--- config.mk ---
export PLATFORM = sky130hd
export DESIGN_NAME = pipe_scroller_flat
export DESIGN_NICKNAME = d
export VERILOG_FILES = /design/src/rtl/pipe_scroller_if.sv /design/src/rtl/pipe_scroller.sv /design/src/flat_wrapper.sv
export SDC_FILE = /design/constraint.sdc
export NUM_CORES = 1
export LEC_CHECK = 0
export BUFFER_PORTS_ARGS = -buffer_cell sky130_fd_sc_hd__buf_2
export CELL_PAD_IN_SITES_DETAIL_PLACEMENT = 2
export CELL_PAD_IN_SITES_GLOBAL_PLACEMENT = 2
export CORE_MARGIN = 4
export CORE_UTILIZATION = 33
export DETAILED_ROUTE_END_ITERATION = 6
export MAX_ROUTING_LAYER = met4
export PLACE_DENSITY_LB_ADDON = 0.1
export SETUP_SLACK_MARGIN = 0.5
export SYNTH_ARGS = -nofsm -noshare
export SYNTH_HDL_FRONTEND = slang
export SYNTH_SLANG_ARGS = --single-unit
--- constraint.sdc ---
create_clock -name clk -period 19.7 [get_ports clk]
set_input_delay 1.97 -clock clk [delete_from_list [all_inputs] [get_ports clk]]
set_output_delay 1.97 -clock clk [all_outputs]
set_load 0.01 [all_outputs]
--- src/rtl/pipe_scroller_if.sv ---
// pipe_scroller_if: game-control inputs and playfield outputs of the pipe scroller.
interface pipe_scroller_if;
  logic        frame_tick;
  logic        start;
  logic        halt;
  logic [31:0] pipe1x, pipe2x, pipe3x, pipe4x;
  logic [31:0] pipe1ycenter, pipe2ycenter, pipe3ycenter, pipe4ycenter;
  logic [31:0] pipe1yspace, pipe2yspace, pipe3yspace, pipe4yspace;
  logic [31:0] current_score;
  logic        running;
  modport master (
    output frame_tick, start, halt,
    input  pipe1x, pipe2x, pipe3x, pipe4x,
    input  pipe1ycenter, pipe2ycenter, pipe3ycenter, pipe4ycenter,
    input  pipe1yspace, pipe2yspace, pipe3yspace, pipe4yspace,
    input  current_score, running
  );
  modport slave (
    input  frame_tick, start, halt,
    output pipe1x, pipe2x, pipe3x, pipe4x,
    output pipe1ycenter, pipe2ycenter, pipe3ycenter, pipe4ycenter,
    output pipe1yspace, pipe2yspace, pipe3yspace, pipe4yspace,
    output current_score, running
  );
endinterface

--- src/rtl/pipe_scroller.sv ---
// pipe_scroller: four scrolling pipes with LFSR gap placement, scoring and run/stop control.
module pipe_scroller #(
  parameter int         SCREEN_WIDTH   = 640,
  parameter int         PIPE_WIDTH     = 57,
  parameter int         PIPE_SPACING   = 160,
  parameter int         SCROLL_SPEED   = 2,
  parameter int         GAP_MIN_Y      = 160,
  parameter int         GAP_HEIGHT     = 100,
  parameter int         BIRD_LEFT_EDGE = 60,
  parameter logic [7:0] LFSR_SEED      = 8'hA5
) (
  input logic clk,
  input logic reset,
  pipe_scroller_if.slave bus
);
  typedef enum logic [1:0] {IDLE, RUN, STOPPED} state_t;
  state_t      r_state, w_next;
  logic [31:0] r_x [4];
  logic [31:0] r_y [4];
  logic [31:0] r_space, r_score;
  logic [7:0]  r_lfsr;
  logic        r_running;
  logic [31:0] w_nx [4];
  logic [31:0] w_ny [4];
  logic [31:0] w_ix [4];
  logic [31:0] w_iy [4];
  logic [7:0]  w_l, w_il;
  logic [3:0]  w_rsp, w_pass;
  logic [2:0]  w_cnt;
  logic [32:0] w_sum;
  logic        w_init, w_tick;
  function automatic logic [7:0] step(input logic [7:0] l);
    return {l[6:0], l[7] ^ l[5] ^ l[4] ^ l[3]};
  endfunction
  always_ff @(posedge clk)
    if (reset) r_state <= IDLE;
    else r_state <= w_next;
  always_comb begin
    w_next = (r_state == RUN) ? (bus.halt ? STOPPED : RUN) : (bus.start ? RUN : r_state);
    w_init = (r_state != RUN) && bus.start;
    w_tick = (r_state == RUN) && bus.frame_tick && !bus.halt;
  end
  // LFSR values are threaded through the pipes in index order for both init and respawn
  always_comb begin
    w_l = r_lfsr;
    w_il = LFSR_SEED;
    w_cnt = '0;
    for (int i = 0; i < 4; i++) begin
      w_ix[i] = 32'(SCREEN_WIDTH + i * PIPE_SPACING);
      w_iy[i] = 32'(GAP_MIN_Y) + 32'(w_il >> 1);
      w_il = step(w_il);
      w_rsp[i] = r_x[i] < 32'(SCROLL_SPEED);
      w_nx[i] = w_rsp[i] ? r_x[i] + 32'(4 * PIPE_SPACING - SCROLL_SPEED) : r_x[i] - 32'(SCROLL_SPEED);
      w_ny[i] = w_rsp[i] ? 32'(GAP_MIN_Y) + 32'(w_l >> 1) : r_y[i];
      w_l = w_rsp[i] ? step(w_l) : w_l;
      w_pass[i] = !w_rsp[i] && (r_x[i] + 32'(PIPE_WIDTH) >= 32'(BIRD_LEFT_EDGE))
                  && (w_nx[i] + 32'(PIPE_WIDTH) < 32'(BIRD_LEFT_EDGE));
      w_cnt = w_cnt + 3'(w_pass[i]);
    end
    w_sum = {1'b0, r_score} + 33'(w_cnt);
  end
  always_ff @(posedge clk) begin
    if (reset) begin
      r_running <= 1'b0;
      r_x <= '{default: '0};
      r_y <= '{default: '0};
      r_space <= '0;
      r_score <= '0;
      r_lfsr <= LFSR_SEED;
    end else begin
      r_running <= (w_next == RUN);
      if (w_init) begin
        r_x <= w_ix;
        r_y <= w_iy;
        r_space <= 32'(GAP_HEIGHT);
        r_score <= '0;
        r_lfsr <= w_il;
      end else if (w_tick) begin
        r_x <= w_nx;
        r_y <= w_ny;
        r_score <= w_sum[32] ? '1 : w_sum[31:0];
        r_lfsr <= w_l;
      end
    end
  end
  assign bus.pipe1x = r_x[0];
  assign bus.pipe2x = r_x[1];
  assign bus.pipe3x = r_x[2];
  assign bus.pipe4x = r_x[3];
  assign bus.pipe1ycenter = r_y[0];
  assign bus.pipe2ycenter = r_y[1];
  assign bus.pipe3ycenter = r_y[2];
  assign bus.pipe4ycenter = r_y[3];
  assign bus.pipe1yspace = r_space;
  assign bus.pipe2yspace = r_space;
  assign bus.pipe3yspace = r_space;
  assign bus.pipe4yspace = r_space;
  assign bus.current_score = r_score;
  assign bus.running = r_running;
endmodule

--- src/flat_wrapper.sv ---
// flat-port wrapper written by rule: the top's interface ports become plain ports
module pipe_scroller_flat 
#(
  parameter int         SCREEN_WIDTH   = 640,
  parameter int         PIPE_WIDTH     = 57,
  parameter int         PIPE_SPACING   = 160,
  parameter int         SCROLL_SPEED   = 2,
  parameter int         GAP_MIN_Y      = 160,
  parameter int         GAP_HEIGHT     = 100,
  parameter int         BIRD_LEFT_EDGE = 60,
  parameter logic [7:0] LFSR_SEED      = 8'hA5
)
  (clk, reset, bus_frame_tick, bus_start, bus_halt, bus_pipe1x, bus_pipe2x, bus_pipe3x, bus_pipe4x, bus_pipe1ycenter, bus_pipe2ycenter, bus_pipe3ycenter, bus_pipe4ycenter, bus_pipe1yspace, bus_pipe2yspace, bus_pipe3yspace, bus_pipe4yspace, bus_current_score, bus_running);
  pipe_scroller_if bus_i ();
  input logic clk;
  input logic reset;
  input wire logic [$bits(bus_i.frame_tick)-1:0] bus_frame_tick;
  input wire logic [$bits(bus_i.start)-1:0] bus_start;
  input wire logic [$bits(bus_i.halt)-1:0] bus_halt;
  output wire logic [$bits(bus_i.pipe1x)-1:0] bus_pipe1x;
  output wire logic [$bits(bus_i.pipe2x)-1:0] bus_pipe2x;
  output wire logic [$bits(bus_i.pipe3x)-1:0] bus_pipe3x;
  output wire logic [$bits(bus_i.pipe4x)-1:0] bus_pipe4x;
  output wire logic [$bits(bus_i.pipe1ycenter)-1:0] bus_pipe1ycenter;
  output wire logic [$bits(bus_i.pipe2ycenter)-1:0] bus_pipe2ycenter;
  output wire logic [$bits(bus_i.pipe3ycenter)-1:0] bus_pipe3ycenter;
  output wire logic [$bits(bus_i.pipe4ycenter)-1:0] bus_pipe4ycenter;
  output wire logic [$bits(bus_i.pipe1yspace)-1:0] bus_pipe1yspace;
  output wire logic [$bits(bus_i.pipe2yspace)-1:0] bus_pipe2yspace;
  output wire logic [$bits(bus_i.pipe3yspace)-1:0] bus_pipe3yspace;
  output wire logic [$bits(bus_i.pipe4yspace)-1:0] bus_pipe4yspace;
  output wire logic [$bits(bus_i.current_score)-1:0] bus_current_score;
  output wire logic [$bits(bus_i.running)-1:0] bus_running;
  assign bus_i.frame_tick = bus_frame_tick;
  assign bus_i.start = bus_start;
  assign bus_i.halt = bus_halt;
  assign bus_pipe1x = bus_i.pipe1x;
  assign bus_pipe2x = bus_i.pipe2x;
  assign bus_pipe3x = bus_i.pipe3x;
  assign bus_pipe4x = bus_i.pipe4x;
  assign bus_pipe1ycenter = bus_i.pipe1ycenter;
  assign bus_pipe2ycenter = bus_i.pipe2ycenter;
  assign bus_pipe3ycenter = bus_i.pipe3ycenter;
  assign bus_pipe4ycenter = bus_i.pipe4ycenter;
  assign bus_pipe1yspace = bus_i.pipe1yspace;
  assign bus_pipe2yspace = bus_i.pipe2yspace;
  assign bus_pipe3yspace = bus_i.pipe3yspace;
  assign bus_pipe4yspace = bus_i.pipe4yspace;
  assign bus_current_score = bus_i.current_score;
  assign bus_running = bus_i.running;
  pipe_scroller #(.SCREEN_WIDTH(SCREEN_WIDTH), .PIPE_WIDTH(PIPE_WIDTH), .PIPE_SPACING(PIPE_SPACING), .SCROLL_SPEED(SCROLL_SPEED), .GAP_MIN_Y(GAP_MIN_Y), .GAP_HEIGHT(GAP_HEIGHT), .BIRD_LEFT_EDGE(BIRD_LEFT_EDGE), .LFSR_SEED(LFSR_SEED)) u_core (.clk(clk), .reset(reset), .bus(bus_i));
endmodule
==> impl_metrics.csv, run 1 <==
group,metric,value,unit
finish,final_nets,2711,
floorplanning,initial_core_util,0.335,
grt,grt_pass1_wl,118000,µm
logic_synthesis,ys_seq_area_frac,0.216,
flow_run,cap_violations,0,
clocking,clkSinkCount,204,
logic_synthesis,synth.distinct_cells,92,
critical_path,slowest_delay,1.05,ns
critical_path,cp_data_required_time,20.20,ns
logic_synthesis,syn_area_per_cell,7.19,µm²
floorplanning,fp.dieArea,61200,µm²
clocking,post-cts-setup-buffers,0,
place,gp_congestion,0.865,
timing,grt_setup_unrepaired,"false",
power_and_ir_drop,power.total,0.00152,W
critical_path,rr_startpoint,"u_core.bus.pipe1x[20]",
outcome,outcome,"complete, no violations",
grt,antenna_found_initial,0,
clocking,numCtsBuffers,29,
logic_synthesis,ys_ff_latch,204,
finish,drive_gt1_frac,0.127,
clocking,clockBufferDepth,3,
timing,final.setup.worst_slack,10.46,ns
timing,finalSetupTns,0,ns
power_and_ir_drop,power_density,74.1,nW/µm²
route,wl,75900,µm
critical_path,r2r_setup_slack,10.46,ns
clocking,hold_buffers,0,
critical_path,critPathMaxFanout,24,
logic_synthesis,netlist_instances,2628,
place,place_ws,10.54,ns
timing,slew_headroom,0.124,
logic_synthesis,synth_area,18900,µm²
min_path,hp-class,"reg -> reg",
min_path,hold-path-endpoint,"u_core.bus.pipe2ycenter[5]",
logic_synthesis,synth_enable_flop_cells,0,
finish,fill_cells,6763,
critical_path,arrival,9.74,ns
timing,worst_pin_slew,1.30,ns
logic_synthesis,synth_compound_area_frac,0.183,
route,dr.first_iter.drc_count,828,
clocking,cts_root_buffer,"clkbuf_16",
finish,areaGrowthSynthToFinish,8.21,%
min_path,hold_depth,2,
clocking,htreeDepth,1,
logic_synthesis,synth_commonest_cells,"nor2_1 (267), buf_4 (223), nand2_1 (215)",
place,hpwlAfterDp,56200,µm
finish,final_util,0.362,
logic_synthesis,async_reset_ff_frac,0,
clocking,cts-resized-gates,0,
timing,hold_viol_final,0,
grt,grt_max_degree,65,
route,viasPerCell,5.57,
timing,fin_crit_sh,0.469,
logic_synthesis,yosys_warnings,0,
critical_path,crit_start,"u_core.bus.pipe1x[20]",
critical_path,end_kind,"flop",
critical_path,slowest_stage,"nand4_1",
logic_synthesis,synth_ff_type,"dfxtp_1",
clocking,path_clk_slew,0.06,ns
grt,track_usage,0.243,
floorplanning,dieHeight,247,µm
timing,maxSlewViolCount,0,
logic_synthesis,post-synth-top-count-cell,"nor2_1",
grt,grt_pass1_vias,20200,
finish,num_antenna_cells,0,
critical_path,criticalPathCategory,"reg -> reg",
logic_synthesis,synth-xor-area-share,0.115,
power_and_ir_drop,ir_drop,60.1,µV
logic_synthesis,netlist_top_cells_area,"dfxtp_1 (22%), buf_4 (8.9%), xnor2_1 (6.9%), nor2_1 (5.3%), xor2_1 (4.4%)",
clocking,clk_latency,0.59,ns
logic_synthesis,synth-adder-area-share,0.0167,
timing,finalCriticalPeriod,9.24,ns
power_and_ir_drop,power.leakage,8.03,nW
timing,finalSetupViolCount,0,
critical_path,ff2ff_path_depth,24,
clocking,cts_tree,"built",
route,route.detailed.drc,0,
place,port_buffers,209,
logic_synthesis,synthSimpleGateAreaFrac,0.308,
critical_path,critPathLaunchType,"flop",
route,num_vias,19300,
logic_synthesis,yosysTopAreaCell,"dfxtp_1",
route,dr.pass1.iters,5,
timing,fin_hold_ws,0.465,ns
grt,grt_overflow,0,
floorplanning,num_rows,87,
timing,fin_skew,0.0155,ns
floorplanning,die_x,247,µm
floorplanning,pin_count,422,
logic_synthesis,synth_top_family_by_area,"simple AND/OR/NAND/NOR gates",
min_path,min_from,"u_core.bus.pipe2ycenter[5]",
critical_path,timing.rr.end,"u_core.bus.current_score[21]",
logic_synthesis,synth_top_cell_area_share,0.216,
critical_path,path_cells,"or4_1, nor4_1, nand4_1, nand3_1, a22oi_1, and2_1, a31oi_1, o221ai_1, or4_1, nor4_2, ha_1, fa_1, ha_1, inv_1, fa_1, nor2b_1, o21ai_0, nor2_1, nand2_1, nor2_1, and2_1, nor2b_1, nand2_1, a21oi_1",
timing,fmax,108,MHz
logic_synthesis,muxShareOfSynthArea,0.0227,
floorplanning,core,56500,µm²
route,avgRoutedWirePerCell,21.9,µm
route,final_antenna_net_count,0,
==> worst max-delay path, delay by kind of cell, from the launching register on <==
family	cells	cell delay [ns]
and+or+nand+nor	14	6.27
adders and majority gates	4	1.43
AOI/OAI and AO/OA	5	0.91
DFF	1	0.49
buffers and inverters	1	0.07
==> layer usage <==
layer  share of wire  global-route usage  up-vias  wire length, µm
li1                -                   -     9138                -
met2            0.49               0.420      309            37500
met3           0.037              0.0319       86             2810
met1            0.45               0.305     9736            34000
met5               0                   -        -                0
met4           0.021              0.0486        0             1580
==> how the worst max path moves through the flow <==
stage / endpoint / slack, ns / depth (start not counted)
3_3_place_gp: u_core.bus.current_score[11] / 11.02 / 24
3_5_place_dp: u_core.bus.current_score[18] / 10.54 / 24
2_1_floorplan: u_core.bus.current_score[10] / 12.32 / 29
6_report: u_core.bus.current_score[21] / 10.46 / 24
4_1_cts: u_core.bus.current_score[21] / 10.48 / 24
5_1_grt: u_core.bus.current_score[21] / 9.45 / 24
==> power breakdown <==
part / switching, W / internal, W / leakage (nW) / total, W
Clock: 0.000221 / 0.000333 / 0.474 / 0.000554
Combinational: 0.000332 / 0.000175 / 5.90 / 0.000507
Sequential: 0.0000298 / 0.000425 / 1.66 / 0.000455
Total: 0.000583 / 0.000933 / 8.03 / 0.00152
==> cell families (layout without fill, tap and decap cells) <==
kind of cell	after synthesis	after routing
AO/OA/AOI/OAI	506	506
buffers and inverters	473	338
flip-flops	204	204
XOR/XNOR	245	245
AND/OR/NAND/NOR	1133	1133
adder cells (fa/ha/maj)	24	24
multiplexers	42	42
other	1	212
==> cells in the final DEF, fill, tap and decap left out, drive strengths merged, types with 14 or more instances in the layout <==
cell type	synthesis	layout
nor2	268	268
buf	242	233
nand2	215	215
conb	1	212
dfxtp	204	204
xnor2	149	149
nor3	142	142
a21oi	124	124
nand3	109	109
xor2	94	94
o21ai	82	82
nor4	75	75
or3	64	64
nand4	56	56
inv	52	53
a211oi	50	50
a31oi	44	44
or4	39	39
clkbuf	179	37
mux2i	35	35
and3	28	28
o211ai	25	25
or2	23	23
ha	22	22
nand2b	19	19
and2	19	19
o31ai	18	18
nor2b	14	14
a311oi	14	14
nor3b	14	14
==> area by class of cell <==
type / count / area (µm²) / area share
clock buffers: 37 / 786 / 0.0384
clock inverters: 16 / 194 / 0.00948
inverters: 52 / 195 / 0.00954
multi-input cells: 2162 / 13000 / 0.637
flip-flops and latches: 204 / 4080 / 0.200
well taps: 756 / 946 / 0.0462
repair buffers: 233 / 1230 / 0.0599
==> metrics by stage <==
stage                     instances  instance area [µm²]
after CTS                      3460                20500
after global placement         3407                19500
after global routing           3460                20500
final                          3460                20500
after detailed placement       3407                19500
after floorplan                2839                19700
==> sequential cells by signal (all words and copies together) (netlist names) <==
signal / flops
u_core.r_state: 2
u_core.bus.pipe2x: 31
u_core.bus.pipe3x: 31
u_core.bus.pipe2ycenter: 9
u_core.bus.pipe1yspace: 1
u_core.bus.pipe4ycenter: 9
u_core.bus.pipe3ycenter: 9
u_core.bus.pipe1x: 31
u_core.bus.running: 1
u_core.bus.pipe1ycenter: 9
u_core.bus.current_score: 32
u_core.r_lfsr: 8
u_core.bus.pipe4x: 31
No activity file was read; power rests on OpenSTA's default activity.
==> run 2: changes to the inputs <==
Settings changed: ABC_AREA set to 1, CORE_UTILIZATION 33 to 27.
Clock period 19.7 ns to 7.5 ns, I/O delays scaled along.
==> run 2 against run 1 <==
Effect of this change:
- synthesized area is 14% higher
- final area grew 17%
- fmax grew 44%
- synthesized cell count grew 39%
- core utilization shrank 5.9 points
- critical path depth grew 14
- die area grew 38%
- via count grew 21%
- sequential power grew to 2.6 times the previous value
- sequential cell count is the same
- clock power grew to 2.7 times the previous value
- clock skew up 0.0021 ns
- critical path type unchanged
- largest cell class unchanged
==> impl_metrics.csv, run 2 <==
group,metric,value,unit
power_and_ir_drop,power.leakage,11.5,nW
logic_synthesis,synth_commonest_cells,"nand2_1 (949), nor2_1 (509), inv_1 (389)",
clocking,path_clk_slew,0.06,ns
finish,design_area,23900,µm²
timing,fmax,156,MHz
critical_path,cp.depth,38,
logic_synthesis,netlist_top_cells_area,"dfxtp_1 (19%), nand2_1 (17%), nor2_1 (8.9%), buf_4 (8.0%), inv_1 (6.8%)",
logic_synthesis,synth_top_cell_area_share,0.190,
floorplanning,die_x,290,µm
power_and_ir_drop,clockPowerShare,0.336,
critical_path,rr_startpoint,"u_core.bus.pipe1x[18]",
logic_synthesis,synth_enable_flop_cells,0,
finish,final_util,0.303,
critical_path,ff2ff_path_depth,38,
route,route.detailed.drc,0,
grt,grt_pass1_vias,24500,
timing,finalSetupViolCount,0,
grt,grt_pass1_wl,147000,µm
outcome,outcome,"complete, no violations",
finish,drive_gt1_frac,0.157,
clocking,htreeDepth,1,
finish,final_nets,3841,
route,dr.pass1.iters,5,
place,placed_area,22700,µm²
finish,largest_reg_flops,32,
timing,maxSlewViolCount,0,
clocking,clk_latency,0.60,ns
route,num_vias,23400,
clocking,clkSinkCount,204,
clocking,clockBufferDepth,3,
place,port_buffers,209,
critical_path,arrival,6.86,ns
logic_synthesis,ys_ff_latch,204,
logic_synthesis,async_reset_ff_frac,0,
clocking,cts_root_buffer,"clkbuf_16",
route,final_antenna_net_count,0,
route,wl,95700,µm
critical_path,critPathLaunchType,"flop",
min_path,hp-class,"reg -> reg",
floorplanning,initial_core_util,0.273,
logic_synthesis,yosys_warnings,0,
logic_synthesis,syn_area_per_cell,5.89,µm²
clocking,hold_buffers,0,
timing,finalCriticalPeriod,6.42,ns
route,viasPerCell,4.78,
clocking,numCtsBuffers,30,
grt,antenna_found_initial,2,
floorplanning,dieHeight,290,µm
timing,hold_viol_final,0,
timing,fin_hold_ws,0.462,ns
power_and_ir_drop,ir_drop,185,µV
power_and_ir_drop,power.total,0.00444,W
logic_synthesis,ys_seq_area_frac,0.190,
critical_path,criticalPathCategory,"reg -> reg",
floorplanning,fp.dieArea,84400,µm²
timing,fin_crit_sh,0.856,
clocking,cts_tree,"built",
logic_synthesis,synth_ff_type,"dfxtp_1",
critical_path,slowest_delay,0.44,ns
timing,worst_pin_slew,0.904,ns
grt,track_usage,0.222,
route,avgRoutedWirePerCell,19.6,µm
place,hpwlAfterDp,76500,µm
critical_path,slowest_stage,"fa_1",
grt,grt_overflow,0,
power_and_ir_drop,switchingPower,0.00196,W
floorplanning,pin_count,422,
power_and_ir_drop,p_comb_frac,0.395,
critical_path,cp_data_required_time,7.94,ns
floorplanning,num_rows,103,
finish,areaGrowthSynthToFinish,11.1,%
critical_path,cp_common_cell,"nand2_1",
power_and_ir_drop,sw_frac_of_total,0.441,
critical_path,crit_start,"u_core.bus.pipe1x[18]",
logic_synthesis,synth.distinct_cells,61,
finish,layout_common_cells,"nand2_1 (946), nor2_1 (494), inv_1 (386), nand3_1 (276), conb_1 (212)",
timing,fin_skew,0.0176,ns
critical_path,crit_end,"u_core.bus.current_score[30]",
finish,layout_commonest_cell,"nand2_1",
power_and_ir_drop,power_density,185,nW/µm²
critical_path,path_buf_inv,2,
timing,finalSetupTns,0,ns
critical_path,critPathMaxFanout,28,
route,dr.first_iter.drc_count,897,
floorplanning,core,79000,µm²
logic_synthesis,synth_area,21500,µm²
logic_synthesis,post-synth-top-count-cell,"nand2_1",
place,gp_congestion,0.845,
flow_run,cap_violations,0,
grt,grt_max_degree,89,
logic_synthesis,yosysTopAreaCell,"dfxtp_1",
critical_path,r2r_setup_slack,1.08,ns
timing,grt_setup_unrepaired,"false",
critical_path,timing.rr.end,"u_core.bus.current_score[30]",
logic_synthesis,netlist_instances,3660,
power_and_ir_drop,seq_power_share,0.270,
timing,slew_headroom,0.395,
power_and_ir_drop,p_int,0.00248,W
critical_path,end_kind,"flop",
critical_path,path_delay_family,"simple AND/OR/NAND/NOR gates",
## run 2: final cells by class
| cell class | count | area [µm²] |
|---|---|---|
| diodes | 1 | 2.50 |
| repair buffers | 249 | 1350 |
| fillers | 10000 | 55100 |
| clock buffers | 44 | 885 |
| inverters | 420 | 1580 |
| well taps | 1050 | 1310 |
| flip-flops and latches | 204 | 4100 |
| multi-input cells | 2907 | 14600 |
| clock inverters | 12 | 121 |
## run 2: cells by family (layout without fill, tap and decap cells)
logic type | Yosys count | after routing | share of synthesized area
and+or+nand+nor | 2106 | 2108 | 0.449
buffers and inverters | 762 | 725 | 0.181
AOI/OAI and AO/OA | 427 | 427 | 0.109
DFF | 204 | 204 | 0.190
xor gates and xnor gates | 136 | 136 | 0.0567
adders and majority gates | 24 | 24 | 0.0146
other | 1 | 213 | 0.000174
## run 2: stage by stage
stage / cells / setup slack, ns
final: 4887 / 1.08
after global routing: 4886 / 0.501
after CTS: 4880 / 0.649
after detailed placement: 4824 / 0.684
after global placement: 4824 / 0.834
after floorplan: 3871 / 1.78
## run 2: worst min-delay path by stage
stage | startpoint | endpoint | slack (ns) | cells past startpoint
floorplan | u_core.r_lfsr[1] | u_core.bus.pipe1ycenter[0] | 0.46 | 2
global placement | u_core.bus.pipe4ycenter[8] | u_core.bus.pipe4ycenter[8] | 0.46 | 2
detailed placement | u_core.bus.pipe4ycenter[8] | u_core.bus.pipe4ycenter[8] | 0.46 | 2
CTS | u_core.bus.pipe4ycenter[8] | u_core.bus.pipe4ycenter[8] | 0.47 | 2
global route | u_core.bus.pipe4ycenter[8] | u_core.bus.pipe4ycenter[8] | 0.51 | 2
finish | u_core.bus.pipe4ycenter[8] | u_core.bus.pipe4ycenter[8] | 0.46 | 2
## run 2: worst reg2reg max path, delay by kind of cell, from the launching register on
kind            cells  cell delay [ns]
simple gates       30             4.02
fa+ha+maj           4             1.47
flops               1             0.41
compound gates      2             0.24
buf+inv             2             0.11
## run 2: repair_timing
item                       CTS  global route
resized for setup            0            66
setup buffers                0             4
setup endpoints to repair    0            29
## run 2: metal layers
layer | track usage | up-vias | share of wire
li1 | - | 11600 | -
met1 | 0.288 | 11400 | 0.47
met2 | 0.381 | 313 | 0.48
met3 | 0.0202 | 75 | 0.025
met4 | 0.0432 | 0 | 0.021
met5 | - | - | 0
## run 2: power by group through the flow
| stage | logic, W | clock network, W | registers (W) |
|---|---|---|---|
| 2_1_floorplan | 0.00133 | 0 | 0.00119 |
| 3_3_place_gp | 0.00169 | 0 | 0.00122 |
| 3_5_place_dp | 0.00171 | 0 | 0.00122 |
| 4_1_cts | 0.00172 | 0.00154 | 0.00120 |
| 5_1_grt | 0.00197 | 0.00158 | 0.00121 |
| 6_report | 0.00175 | 0.00149 | 0.00120 |
==> run 3: changes to the inputs <==
Settings changed: RECOVER_POWER set to 50, SLEW_MARGIN set to 20.
==> run 3 against run 2 <==
Effect of this change:
- the flow now finishes with violations (capacitance limit, slew limit)
- combinational power hardly changed
- routed wire length about the same
- sequential power about the same
==> impl_metrics.csv, run 3 (same netlist as run 2, synthesis figures left out) <==
group,metric,value,unit
clocking,clkSinkCount,204,
timing,slew_headroom,-1.28,
critical_path,criticalPathCategory,"reg -> reg",
place,port_buffers,209,
timing,finalSetupTns,0,ns
power_and_ir_drop,power_density,187,nW/µm²
clocking,clk_latency,0.59,ns
floorplanning,fp.dieArea,84400,µm²
timing,maxSlewViolCount,105,
timing,fin_skew,0.0172,ns
place,gp_congestion,0.845,
critical_path,end_kind,"flop",
floorplanning,core,79000,µm²
grt,grt_pass1_vias,24500,
critical_path,arrival,7.05,ns
power_and_ir_drop,power.leakage,10.7,nW
timing,fin_crit_sh,0.881,
critical_path,r2r_setup_slack,0.89,ns
grt,antenna_found_initial,1,
place,hpwlAfterDp,76500,µm
finish,layout_common_cells,"nand2_1 (946), nor2_1 (495), inv_1 (386), nand3_1 (276), conb_1 (212)",
critical_path,critPathMaxFanout,28,
outcome,violations,"capacitance limit, slew limit",
place,place_ws,0.684,ns
critical_path,rr_startpoint,"u_core.bus.pipe1x[8]",
grt,grt_pass1_wl,147000,µm
route,dr.pass1.iters,5,
route,num_vias,23400,
critical_path,cp_data_required_time,7.94,ns
min_path,hp-class,"reg -> reg",
finish,final_util,0.299,
timing,grt_setup_unrepaired,"false",
flow_run,cap_violations,2,
timing,finalCriticalPeriod,6.61,ns
grt,grt_max_degree,89,
critical_path,slowest_stage,"fa_1",
critical_path,slowest_delay,0.44,ns
clocking,htreeDepth,1,
floorplanning,die_x,290,µm
finish,final_nets,3841,
grt,track_usage,0.222,
floorplanning,num_rows,103,
grt,grt_overflow,0,
finish,num_antenna_cells,0,
finish,layout_commonest_cell,"nand2_1",
power_and_ir_drop,ir_drop,185,µV
route,avgRoutedWirePerCell,19.6,µm
timing,fmax,151,MHz
clocking,clockBufferDepth,3,
route,final_antenna_net_count,0,
critical_path,cp_common_cell,"nand2_1",
route,route.detailed.drc,0,
critical_path,ff2ff_path_depth,40,
route,dr.first_iter.drc_count,896,
critical_path,crit_start,"u_core.bus.pipe1x[8]",
critical_path,timing.rr.end,"u_core.bus.current_score[30]",
critical_path,critPathLaunchType,"flop",
timing,worst_pin_slew,3.42,ns
clocking,cts_tree,"built",
clocking,path_clk_slew,0.06,ns
clocking,hold_buffers,0,
clocking,numCtsBuffers,30,
finish,areaGrowthSynthToFinish,9.65,%
floorplanning,pin_count,422,
power_and_ir_drop,power.total,0.00443,W
finish,drive_gt1_frac,0.105,
finish,largest_reg_flops,32,
floorplanning,initial_core_util,0.273,
route,viasPerCell,4.79,
clocking,cts_root_buffer,"clkbuf_16",
route,wl,95700,µm
timing,hold_viol_final,0,
outcome,outcome,"finished with violations",
timing,final.setup.worst_slack,0.894,ns
critical_path,crit_end,"u_core.bus.current_score[30]",
timing,finalSetupViolCount,0,
floorplanning,dieHeight,290,µm
run 3: report_power, final:
group | internal, W | switching, W | total [W]
clock | 0.000881 | 0.000609 | 0.00149
sequential | 0.00112 | 0.0000757 | 0.00120
combinational | 0.000470 | 0.00127 | 0.00174
total | 0.00247 | 0.00195 | 0.00443
run 3: worst min path at each step:
stage                            endpoint                        from  slack, ns  depth (start not counted)
2_1_floorplan  u_core.bus.pipe1ycenter[0]            u_core.r_lfsr[1]       0.46                          2
3_3_place_gp   u_core.bus.pipe4ycenter[8]  u_core.bus.pipe4ycenter[8]       0.46                          2
3_5_place_dp   u_core.bus.pipe4ycenter[8]  u_core.bus.pipe4ycenter[8]       0.46                          2
4_1_cts        u_core.bus.pipe4ycenter[8]  u_core.bus.pipe4ycenter[8]       0.47                          2
5_1_grt        u_core.bus.pipe2ycenter[8]  u_core.bus.pipe2ycenter[8]       0.50                          2
6_report       u_core.bus.pipe4ycenter[8]  u_core.bus.pipe4ycenter[8]       0.46                          2
run 3: what timing repair did:
action                                  4_1_cts  5_1_grt
setup buffers                                 0        4
endpoints found under the setup margin        0       29
gates resized for setup                       0       66
run 3: through the flow:
stage	instances	hold WS [ns]	area [µm²]
2_1_floorplan	3871	0.459	22300
3_3_place_gp	4824	0.457	22700
3_5_place_dp	4824	0.457	22700
4_1_cts	4880	0.466	23700
5_1_grt	4886	0.503	23600
6_report	4886	0.463	23600
run 3: routing by layer:
layer,track usage,part of all wire
met5,-,0
met2,0.381,0.48
met3,0.0202,0.026
met1,0.288,0.47
met4,0.0432,0.021
run 3: area by class of cell:
type / instances / area [µm²]
clock buffers: 44 / 885
clock inverters: 12 / 121
fillers: 10200 / 55400
inverters: 420 / 1580
multi-input cells: 2907 / 14600
flip-flops and latches: 204 / 4080
well taps: 1050 / 1310
repair buffers: 249 / 1050
run 3: critical path, delay by kind of cell, from the launching register on:
kind	cells	cell delay [ns]
flops	1	0.30
fa+ha+maj	4	1.47
simple gates	30	3.71
compound gates	2	0.24
buf+inv	4	0.72
